### config.mk
export PLATFORM = sky130hd
export DESIGN_NAME = fpu_config_loader
export DESIGN_NICKNAME = d
export VERILOG_FILES = /design/src/rtl/fpu_config_loader.sv
export SDC_FILE = /design/constraint.sdc
export NUM_CORES = 1
export LEC_CHECK = 0
export ABC_AREA = 0
export CAP_MARGIN = 20
export CORE_ASPECT_RATIO = 1.1
export CORE_MARGIN = 1
export CORE_UTILIZATION = 40
export DETAILED_ROUTE_END_ITERATION = 8
export HOLD_SLACK_MARGIN = 0.05
export PLACE_DENSITY = 0.69
export REMOVE_ABC_BUFFERS = 1
export SYNTH_ARGS = -nofsm -noshare
export SYNTH_HDL_FRONTEND = slang
export SYNTH_SLANG_ARGS = --single-unit
### constraint.sdc
create_clock -name clk -period 5.9 [get_ports clk]
set_input_delay 0.885 -clock clk [delete_from_list [all_inputs] [get_ports clk]]
set_output_delay 0.885 -clock clk [all_outputs]
set_load 0.005 [all_outputs]
### src/rtl/fpu_config_loader.sv
// Fetches a six-word FPU job configuration over a req/valid read port,
// stages it in shadow registers and commits every field in one cycle.
module fpu_config_loader #(
    parameter logic [31:0] CONFIG_BASE = 32'h0000_1000,
    parameter int unsigned WORD_BYTES  = 4
) (
    input  logic              clk,
    input  logic              rst_n,
    input  logic              load_config_start,
    output logic              mem_read_req,
    output logic [31:0]       address_mem,
    input  logic              mapped_data_valid,
    input  logic [31:0]       data_mem,
    output logic              load_config_done,
    output logic              config_error,
    output logic signed [7:0] filter [0:8],
    output logic [15:0]       image_width,
    output logic [15:0]       image_height,
    output logic [31:0]       start_address,
    output logic [31:0]       result_address
);
    typedef enum logic [1:0] {IDLE, READ, COMMIT} state_t;

    localparam logic [2:0]  LAST_IDX = 3'd5;
    localparam logic [31:0] STRIDE   = 32'(WORD_BYTES);

    state_t            state_q;
    logic [2:0]        idx_q;
    logic              req_q;
    logic [31:0]       addr_q;
    logic              done_q;
    logic              error_q;

    logic signed [7:0] sh_filter_q [0:8];
    logic [15:0]       sh_width_q;
    logic [15:0]       sh_height_q;
    logic [31:0]       sh_start_q;
    logic [31:0]       sh_result_q;

    logic signed [7:0] filter_q [0:8];
    logic [15:0]       width_q;
    logic [15:0]       height_q;
    logic [31:0]       start_q;
    logic [31:0]       result_q;

    logic              cfg_bad;

    // A bad config is still committed; the flag only tells the FPU not to trust it.
    assign cfg_bad = (sh_width_q == '0) || (sh_height_q == '0) ||
                     (sh_start_q[1:0] != 2'b00) || (sh_result_q[1:0] != 2'b00);

    always_ff @(posedge clk or negedge rst_n) begin
        if (!rst_n) begin
            state_q     <= IDLE;
            idx_q       <= '0;
            req_q       <= 1'b0;
            addr_q      <= '0;
            done_q      <= 1'b0;
            error_q     <= 1'b0;
            sh_filter_q <= '{default: '0};
            sh_width_q  <= '0;
            sh_height_q <= '0;
            sh_start_q  <= '0;
            sh_result_q <= '0;
            filter_q    <= '{default: '0};
            width_q     <= '0;
            height_q    <= '0;
            start_q     <= '0;
            result_q    <= '0;
        end else begin
            case (state_q)
                IDLE: begin
                    if (load_config_start) begin
                        state_q <= READ;
                        idx_q   <= '0;
                        req_q   <= 1'b1;
                        addr_q  <= CONFIG_BASE;
                        done_q  <= 1'b0;
                    end
                end
                READ: begin
                    if (mapped_data_valid) begin
                        case (idx_q)
                            3'd0: begin
                                sh_filter_q[0] <= data_mem[7:0];
                                sh_filter_q[1] <= data_mem[15:8];
                                sh_filter_q[2] <= data_mem[23:16];
                                sh_filter_q[3] <= data_mem[31:24];
                            end
                            3'd1: begin
                                sh_filter_q[4] <= data_mem[7:0];
                                sh_filter_q[5] <= data_mem[15:8];
                                sh_filter_q[6] <= data_mem[23:16];
                                sh_filter_q[7] <= data_mem[31:24];
                            end
                            3'd2: sh_filter_q[8] <= data_mem[7:0];
                            3'd3: begin
                                sh_width_q  <= data_mem[15:0];
                                sh_height_q <= data_mem[31:16];
                            end
                            3'd4: sh_start_q  <= data_mem;
                            3'd5: sh_result_q <= data_mem;
                            default: ;
                        endcase
                        if (idx_q == LAST_IDX) begin
                            state_q <= COMMIT;
                            req_q   <= 1'b0;
                            addr_q  <= '0;
                        end else begin
                            idx_q  <= idx_q + 3'd1;
                            addr_q <= addr_q + STRIDE;
                        end
                    end
                end
                COMMIT: begin
                    filter_q <= sh_filter_q;
                    width_q  <= sh_width_q;
                    height_q <= sh_height_q;
                    start_q  <= sh_start_q;
                    result_q <= sh_result_q;
                    error_q  <= cfg_bad;
                    done_q   <= 1'b1;
                    idx_q    <= '0;
                    state_q  <= IDLE;
                end
                default: state_q <= IDLE;
            endcase
        end
    end

    assign mem_read_req     = req_q;
    assign address_mem      = addr_q;
    assign load_config_done = done_q;
    assign config_error     = error_q;
    assign filter           = filter_q;
    assign image_width      = width_q;
    assign image_height     = height_q;
    assign start_address    = start_q;
    assign result_address   = result_q;

endmodule

==> results of run 1 <==
==> sequential cells by signal, indices dropped and copies added, names as in the netlist <==
register	cells
sh_result_q	32
address_mem	30
config_error	1
sh_start_q	32
sh_height_q	16
idx_q	3
mem_read_req	1
sh_filter_q	72
sh_width_q	16
filter	72
image_width	16
start_address	32
result_address	32
image_height	16
state_q	2
load_config_done	1
==> cell families after synthesis <==
group                      after synthesis
AOI/OAI and AO/OA                       54
muxes                                  337
and+or+nand+nor                        106
other                                    1
adders and majority gates                6
xor gates and xnor gates                 8
DFF                                    374
buffers and inverters                   53
==> final timing paths <==
check | slack, ns | startpoint | to
setup / recovery | 2.84 | mapped_data_valid | address_mem[20]$_DFFE_PN0P_
hold / removal | 0.41 | rst_n | sh_filter_q[38]$_DFFE_PN0P_
setup reg to reg | 3.25 | state_q[0]$_DFFE_PN0P_ | address_mem[20]$_DFFE_PN0P_
hold reg to reg | 0.48 | load_config_done$_DFFE_PN0P_ | load_config_done$_DFFE_PN0P_
max in group asynchronous | 4.26 | rst_n | filter[60]$_DFFE_PN0P_
min in group clk | 0.48 | load_config_done$_DFFE_PN0P_ | load_config_done$_DFFE_PN0P_
==> per-layer routing <==
layer  global-route usage  vias to the layer above  part of all wire
li1                     -                     3865                 -
met1                0.233                     4441              0.42
met2                0.288                      230              0.48
met3               0.0605                       44             0.080
met4               0.0446                        0             0.018
met5                    0                        -                 0
==> final cells by class <==
type                            count  area (um2)  share of cell area
Clock buffer                       58        1160              0.0623
Clock inverter                     11        75.1             0.00404
Inverter                            5        18.8             0.00101
Multi-Input combinational cell    513        4900               0.263
Sequential cell                   374        9360               0.503
Tap cell                          481         602              0.0324
Timing Repair Buffer              244        2490               0.134
==> power by group through the flow <==
stage	clock network, mW	registers [mW]	logic (mW)
global route	2.53	4.14	2.42
finish	2.35	4.01	2.22
global placement	0	4.01	2.19
floorplan	0	3.95	1.11
CTS	2.43	4.02	2.26
detailed placement	0	4.06	2.25
==> layout by cell type, fill, tap and decap left out, types with 10 or more instances in the layout <==
cell type,n
or4_1,16
o31ai_1,14
dfrtp_1,374
nand2_1,22
a21oi_1,23
clkbuf_16,40
clkdlybuf4s50_1,235
nor2_1,10
nor4_1,12
mux2_2,336
nand3_1,12
==> cells in the mapped netlist (2+ instances only) <==
cell type	n	area, um2
a21oi_1	23	115
and3_1	4	25.0
and4_1	4	35.0
buf_1	9	33.8
buf_2	3	15.0
buf_4	3	22.5
clkbuf_1	33	124
dfrtp_1	374	9360
ha_1	6	75.1
inv_1	5	18.8
mux2_2	336	3780
nand2_1	25	93.8
nand2b_1	2	12.5
nand3_1	12	60.1
nand3b_1	2	15.0
nand4_1	7	43.8
nor2_1	11	41.3
nor3_1	2	10.0
nor4_1	12	75.1
nor4b_1	2	17.5
o21ai_0	9	45.0
o31ai_1	14	105
or3_1	5	31.3
or4_1	16	120
xnor2_1	7	61.3
==> worst max-delay path, stage by stage <==
cell and delay [ns]:
clkdlybuf4s50_1 0.56, mux2i_1 0.36, or4_1 0.91, or4_1 0.63, a21oi_1 0.16
==> through the flow <==
stage                     setup WS (ns)  instance area [um2]
after global placement             2.46                17300
after CTS                          2.91                18600
after detailed placement           2.39                17300
after floorplan                   0.608                14200
final                              2.84                18600
after global routing               2.73                18600
==> flow_summary.yaml, run 1 <==
grt:
  grt_start_max_net_pins: 171
  grt_usage: 0.179
  antenna_found_initial: 0
  grt_pass1_vias: 9017
  grt_pass1_wl_mm: 51.6
  grt.overflow.total: 0
power:
  p_switching_mw: 2.27
  power.share.clock: 0.274
  p_per_area_nw_per_um2: 461
  seqPwrFrac: 0.468
  ir_drop_v: 0.000279
  internal-power_mw: 6.31
  p_comb_frac: 0.259
  swShare: 0.264
  finalPower_mw: 8.58
  leakagePower_nw: 8.43
cts:
  cts_tree: "yes"
  cts_hold_buf: 0
  cts_resized: 0
  root_buffer: "clkbuf_16"
  insertion_delay_ns: 0.53
  cts_setup_buffers: 0
  clkSinkCount: 374
  cts_buffer_depth: 3
  cts_max_level: 2
  clk_pin_slew_ns: 0.06
  numCtsBuffers: 39
synth:
  synthAdderAreaFrac: 0.00520
  synth-edff-count: 0
  synth_top_family_by_area: "multiplexers"
  syn_area_per_cell_um2: 15.4
  synth_flop_cell: "dfrtp_1"
  synth-seq-cells: 374
  synthArstFlopShare: 1.00
  synth_compound_area_frac: 0.0227
  syn_inst: 939
  synthSimpleGateAreaFrac: 0.0413
  yosys-mux-area-fraction: 0.263
  synth_warnings: 0
  netlist_area_um2: 14400
  synth_xor_area_frac: 0.00485
  yosysSeqAreaShare: 0.648
  synth_cell_types: 38
timing:
  fmax_mhz: 327
  setup_tns_ns: 0
  fin_crit_sh: 0.518
  setup_viol: 0
  fin_worst_skew_ns: 0.0161
  max_slew_margin: 0.279
  fin_crit_ns: 3.06
  rsz0062_at_grt: "no"
  worst_pin_slew_ns: 1.05
  hold_ws_ns: 0.411
  maxSlewViolCount: 0
  hold_violations: 0
setup_path:
  arrival_ns: 3.50
  rr_worst_depth: 4
  cp-end-kind: "flip-flop"
  startpoint_type: "input port"
  cp_max_fo: 19
  worstPathRequired_ns: 6.35
  path_class: "in -> reg"
place:
  numPortBuffers: 236
  routabilityCongestion: 0.843
  dpl.hpwl_mm: 19.9
  dpl.cell_count: 1615
layout:
  layout-drive-gt1-share: 0.342
  final_cells: 1686
  diodes: 0
  final_util: 0.525
  finish.net_count: 1219
  fillCellCount: 2981
  area_delta_synth_final_pct: 28.8
routing:
  dr.pass1.iters: 4
  num_vias: 8580
  vias_per_cell: 5.09
  wl_per_cell_um: 19.0
  drc: 0
  initialDrtViolationCount: 370
  ant_nets: 0
  wl_mm: 32.1
job:
  cap_viol_max_count: 0
die:
  fp.dieH_um: 201
  num_rows: 72
  core_um2: 35400
  start_util: 0.408
  ios: 239
  die_area_um2: 36900
  die_x_um: 183
worst_hold_path:
  hp-class: "in -> async"
status:
  outcome: "complete, no violations"
No activity file was read; power rests on OpenSTA's default activity.
==> run 2, diff against run 1 <==
--- a/config.mk
+++ b/config.mk
@@ -12,7 +12,7 @@
 export CORE_UTILIZATION = 40
 export DETAILED_ROUTE_END_ITERATION = 8
 export HOLD_SLACK_MARGIN = 0.05
-export PLACE_DENSITY = 0.69
+export PLACE_DENSITY = 0.71
 export REMOVE_ABC_BUFFERS = 1
 export SYNTH_ARGS = -nofsm -noshare
 export SYNTH_HDL_FRONTEND = slang
==> constraint.sdc (replaced) <==
create_clock -name clk -period 2.7 [get_ports clk]
set_input_delay 0.405 -clock clk [delete_from_list [all_inputs] [get_ports clk]]
set_output_delay 0.405 -clock clk [all_outputs]
set_load 0.005 [all_outputs]
==> run 2 against run 1 <==
Against the previous run:
- utilization is 1.0 points higher
- first-iteration DRC count is 17% lower
- clock power up 140%
- sequential share of layout area is 0.96 points lower
- die area stayed put
- largest cell class unchanged
- critical path depth is the same
- global-route usage is 0.22 points higher
- clock skew up 0.00068 ns
- highest routed layer unchanged
==> flow_summary.yaml, run 2 (synthesized netlist as in run 1, its figures left out) <==
place:
  dpl.hpwl_mm: 21.1
  routabilityCongestion: 0.853
  pre_cts_ws_ns: 0.0736
  dpl.cell_count: 1636
  numPortBuffers: 236
setup_path:
  crit_top_cell: "or4_1"
  crit_family: "simple AND/OR/NAND/NOR gates"
  slowest_delay_ns: 0.74
  cp-end-kind: "flip-flop"
  ff2ff_setup_slack_ns: 0.41
  cp_max_fo: 11
  timing.rr.start: "address_mem[5]$_DFFE_PN0P_"
  slowest_stage: "or4_1"
  crit_path_cell_trace: "nand3b_1 > or4_1 > buf_4 > or4_1 > a21oi_1"
  startpoint_type: "flip-flop"
  rr_worst_depth: 5
  r2r-end: "address_mem[29]$_DFFE_PN0P_"
  arrival_ns: 2.74
  crit_buf_inv: 1
  path_class: "reg -> reg"
  worstPathRequired_ns: 3.15
die:
  start_util: 0.408
  fp.dieH_um: 201
  die_x_um: 183
  ios: 239
  die_area_um2: 36900
  core_um2: 35400
  num_rows: 72
grt:
  grt.overflow.total: 0
  grt_start_max_net_pins: 71
  grt_pass1_wl_mm: 52.4
  grt_usage: 0.181
  antenna_found_initial: 0
  grt_pass1_vias: 9228
routing:
  drc: 0
  dr.pass1.iters: 4
  wl_mm: 32.4
  num_vias: 8683
  vias_per_cell: 5.08
  initialDrtViolationCount: 308
  wl_per_cell_um: 18.9
  ant_nets: 0
timing:
  hold_violations: 0
  max_slew_margin: 0.593
  worst_pin_slew_ns: 0.610
  setup_viol: 0
  rsz0062_at_grt: "no"
  maxSlewViolCount: 0
  fin_ws_ns: 0.411
  fmax_mhz: 437
  setup_tns_ns: 0
  fin_crit_ns: 2.29
  fin_worst_skew_ns: 0.0168
  fin_crit_sh: 0.848
power:
  ir_drop_v: 0.000675
  finalPower_mw: 19.3
  p_per_area_nw_per_um2: 1020
  leakagePower_nw: 8.63
layout:
  final_cell_mix: "374 x dfrtp_1, 336 x mux2_2, 235 x clkdlybuf4s50_1"
  layout-drive-gt1-share: 0.355
  final_cells: 1709
  area_delta_synth_final_pct: 31.3
  diodes: 0
  fillCellCount: 2899
  final_common_cell: "dfrtp_1"
  finish.net_count: 1241
cts:
  insertion_delay_ns: 0.53
  cts_buffer_depth: 3
  cts_setup_buffers: 0
  cts_max_level: 2
  root_buffer: "clkbuf_16"
  cts_tree: "yes"
  numCtsBuffers: 41
  clk_pin_slew_ns: 0.06
  cts_hold_buf: 1
  clkSinkCount: 374
  cts_resized: 0
status:
  outcome: "complete, no violations"
job:
  cap_viol_max_count: 0
worst_hold_path:
  hp-class: "in -> async"
[run 2: changes by cell type in the layout (fill, tap and decap cells not counted), moves of 2 or more]
cell / change
buf_12: +6
clkbuf_16: +3
buf_4: +13
clkbuf_1: -2
clkbuf_8: -4
bufinv_16: +4
clkinv_2: +3
clkinvlp_4: -2
[run 2: how the worst max path moves through the flow]
stage	startpoint	endpoint	slack, ns	cells past startpoint
CTS	address_mem[5]$_DFFE_PN0P_	address_mem[29]$_DFFE_PN0P_	0.43	5
global placement	mapped_data_valid	address_mem[27]$_DFFE_PN0P_	0.09	6
detailed placement	mapped_data_valid	address_mem[29]$_DFFE_PN0P_	0.07	6
floorplan	state_q[0]$_DFFE_PN0P_	filter[0]$_DFFE_PN0P_	-2.59	2
finish	address_mem[5]$_DFFE_PN0P_	address_mem[29]$_DFFE_PN0P_	0.41	5
global route	address_mem[5]$_DFFE_PN0P_	address_mem[25]$_DFFE_PN0P_	0.27	5
[run 2: area by class of cell]
| class | instances | area [um2] | share of cell area |
|---|---|---|---|
| Tap cell | 481 | 602 | 0.0317 |
| Timing Repair Buffer | 264 | 2720 | 0.143 |
| Inverter | 5 | 18.8 | 0.000990 |
| Clock inverter | 17 | 196 | 0.0104 |
| Multi-Input combinational cell | 513 | 4900 | 0.258 |
| Sequential cell | 374 | 9360 | 0.494 |
| Clock buffer | 55 | 1170 | 0.0618 |
[run 2: where the power goes]
| part | leakage (nW) | internal [mW] | switching [mW] |
|---|---|---|---|
| clock | 0.683 | 3.43 | 2.19 |
| combinational | 3.07 | 3.21 | 1.69 |
| sequential | 4.87 | 7.65 | 1.16 |
[run 2: worst reg2reg max path: stages (launching register included)]
cell      delay [ns]
dfrtp_1         0.43
nand3b_1        0.25
or4_1           0.74
buf_4           0.24
or4_1           0.41
a21oi_1         0.15
[run 2: metrics by stage]
| stage | util | cell area (um2) | hold WS (ns) |
|---|---|---|---|
| after floorplan | - | 14200 | 0.109 |
| after CTS | 0.536 | 19000 | 0.466 |
| after detailed placement | 0.497 | 17600 | 0.436 |
| after global placement | 0.497 | 17600 | 0.433 |
| final | 0.536 | 19000 | 0.471 |
| after global routing | 0.536 | 19000 | 0.503 |
[run 2: layer usage]
| layer | global-route usage | up-vias | routed length [um] |
|---|---|---|---|
| li1 | - | 3911 | - |
| met1 | 0.238 | 4521 | 13800 |
| met2 | 0.290 | 215 | 15500 |
| met3 | 0.0610 | 36 | 2600 |
| met4 | 0.0408 | 0 | 512 |
| met5 | 0 | - | 0 |
==> run 3, diff against run 2 <==
==> constraint.sdc (replaced) <==
create_clock -name clk -period 2.1 [get_ports clk]
set_input_delay 0.315 -clock clk [delete_from_list [all_inputs] [get_ports clk]]
set_output_delay 0.315 -clock clk [all_outputs]
set_load 0.005 [all_outputs]
==> run 3 against run 2 <==
Against the previous run:
- combinational power rose by 33%
- flip-flop and latch count is the same
- sequential share of layout area decreased by 0.56 points
- routed wire length rose by 1.7%
- fmax rose by 10%
- critical endpoint is now address_mem[20]$_DFFE_PN0P_
- largest cell class unchanged
- highest routed layer is now met5
==> flow_summary.yaml, run 3 (synthesized netlist as in run 1, its figures left out) <==
grt:
  grt_pass1_vias: 9582
  antenna_found_initial: 1
  grt.overflow.total: 0
  grt_usage: 0.185
  grt_start_max_net_pins: 75
  grt_pass1_wl_mm: 53.6
die:
  ios: 239
  start_util: 0.408
  fp.dieH_um: 201
  die_x_um: 183
  core_um2: 35400
  num_rows: 72
  die_area_um2: 36900
timing:
  worst_pin_slew_ns: 0.548
  max_slew_margin: 0.631
  rsz0062_at_grt: "yes"
  setup_viol: 0
  hold_ws_ns: 0.316
  maxSlewViolCount: 0
  fmax_mhz: 481
  fin_crit_ns: 2.08
  fin_worst_skew_ns: 0.0159
  hold_violations: 0
  fin_crit_sh: 0.991
routing:
  wl_mm: 32.9
  vias_per_cell: 5.12
  wl_per_cell_um: 19.0
  ant_nets: 0
  drc: 0
  dr.pass1.iters: 5
  initialDrtViolationCount: 365
  num_vias: 8863
cts:
  clk_pin_slew_ns: 0.06
  root_buffer: "clkbuf_16"
  clkSinkCount: 374
  cts_buffer_depth: 3
  insertion_delay_ns: 0.52
  cts_tree: "yes"
  cts_max_level: 2
  numCtsBuffers: 39
layout:
  regArea_um2: 9360
  final_util: 0.542
  area_delta_synth_final_pct: 32.8
  final_area_um2: 19200
  final_cells: 1731
  fillCellCount: 2891
  final_cell_mix: "374 x dfrtp_1, 336 x mux2_2, 235 x clkdlybuf4s50_1"
  layout-drive-gt1-share: 0.373
  finish.net_count: 1267
  diodes: 0
  final_common_cell: "dfrtp_1"
  multi_input_area_um2: 4920
place:
  dpl.hpwl_mm: 22.1
  routabilityCongestion: 0.865
  numPortBuffers: 236
  post_dp_cell_area_um2: 17800
  dpl.cell_count: 1661
job:
  cap_viol_max_count: 0
status:
  outcome: "complete, no violations"
setup_path:
  path_class: "reg -> reg"
  startpoint_type: "flip-flop"
  arrival_ns: 2.51
  cp-end-kind: "flip-flop"
  worstPathRequired_ns: 2.53
  cp_max_fo: 17
power:
  finalPower_mw: 24.8
  ir_drop_v: 0.000748
  p_per_area_nw_per_um2: 1290
  leakagePower_nw: 8.75
worst_hold_path:
  hp-class: "in -> async"
==> run 3: changes by cell type in the layout (fill, tap and decap cells not counted), sizes merged <==
| cell | before | now |
|---|---|---|
| clkinv | 11 | 9 |
| clkbuf | 55 | 52 |
| inv | 7 | 6 |
| buf | 28 | 56 |
==> run 3: critical path, cell delays in order, from the launching register on <==
cell	delay [ns]
dfrtp_1	0.41
ha_2	0.20
nand2_1	0.06
or4_4	0.49
buf_8	0.17
or4_1	0.50
a21oi_1	0.15
==> run 3: layer usage <==
layer	wire length, um	track usage	up-vias
li1	-	-	3955
met1	13900	0.242	4614
met2	15700	0.296	254
met3	2790	0.0659	38
met4	475	0.0399	2
met5	12	0	-
==> run 3: path summary, 6_finish.rpt <==
check	start	to	slack, ns	depth (start not counted)
max in group asynchronous	rst_n	sh_filter_q[41]$_DFFE_PN0P_	1.01	3
min in group clk	config_error$_DFFE_PN0P_	config_error$_DFFE_PN0P_	0.50	1
max reg2reg	address_mem[2]$_DFFE_PN0P_	address_mem[20]$_DFFE_PN0P_	0.02	6
min reg2reg	config_error$_DFFE_PN0P_	config_error$_DFFE_PN0P_	0.50	1
min	rst_n	result_address[3]$_DFFE_PN0P_	0.32	2
max	address_mem[2]$_DFFE_PN0P_	address_mem[20]$_DFFE_PN0P_	0.02	6
==> run 3: per-stage QoR <==
step	TNS [ns]	setup WS (ns)
final	0	0.0195
after global routing	-0.305	-0.0484
after CTS	0	0.000493
after detailed placement	-4.88	-0.396
after global placement	-3.74	-0.286
after floorplan	-578.80	-3.19
==> run 3: power breakdown <==
| group | switching [mW] | internal, mW |
|---|---|---|
| clock | 2.74 | 4.19 |
| combinational | 2.25 | 4.27 |
| sequential | 1.48 | 9.83 |
| total | 6.47 | 18.3 |
==> run 3: area by class of cell <==
cell class / count / share of cell area
clock buffer: 52 / 0.0577
clock inverter: 14 / 0.00965
inverter: 5 / 0.000978
multi-input combinational: 513 / 0.257
sequential: 374 / 0.488
tap: 481 / 0.0314
timing repair buffer: 292 / 0.156
==> run 3: timing repair <==
action                                  4_1_cts  5_1_grt
pin swaps                                     0        5
gates resized for setup                       1        8
hold endpoints to repair                     45        0
setup buffers                                 0        3
endpoints found under the setup margin        1        9
hold buffers                                  1        0
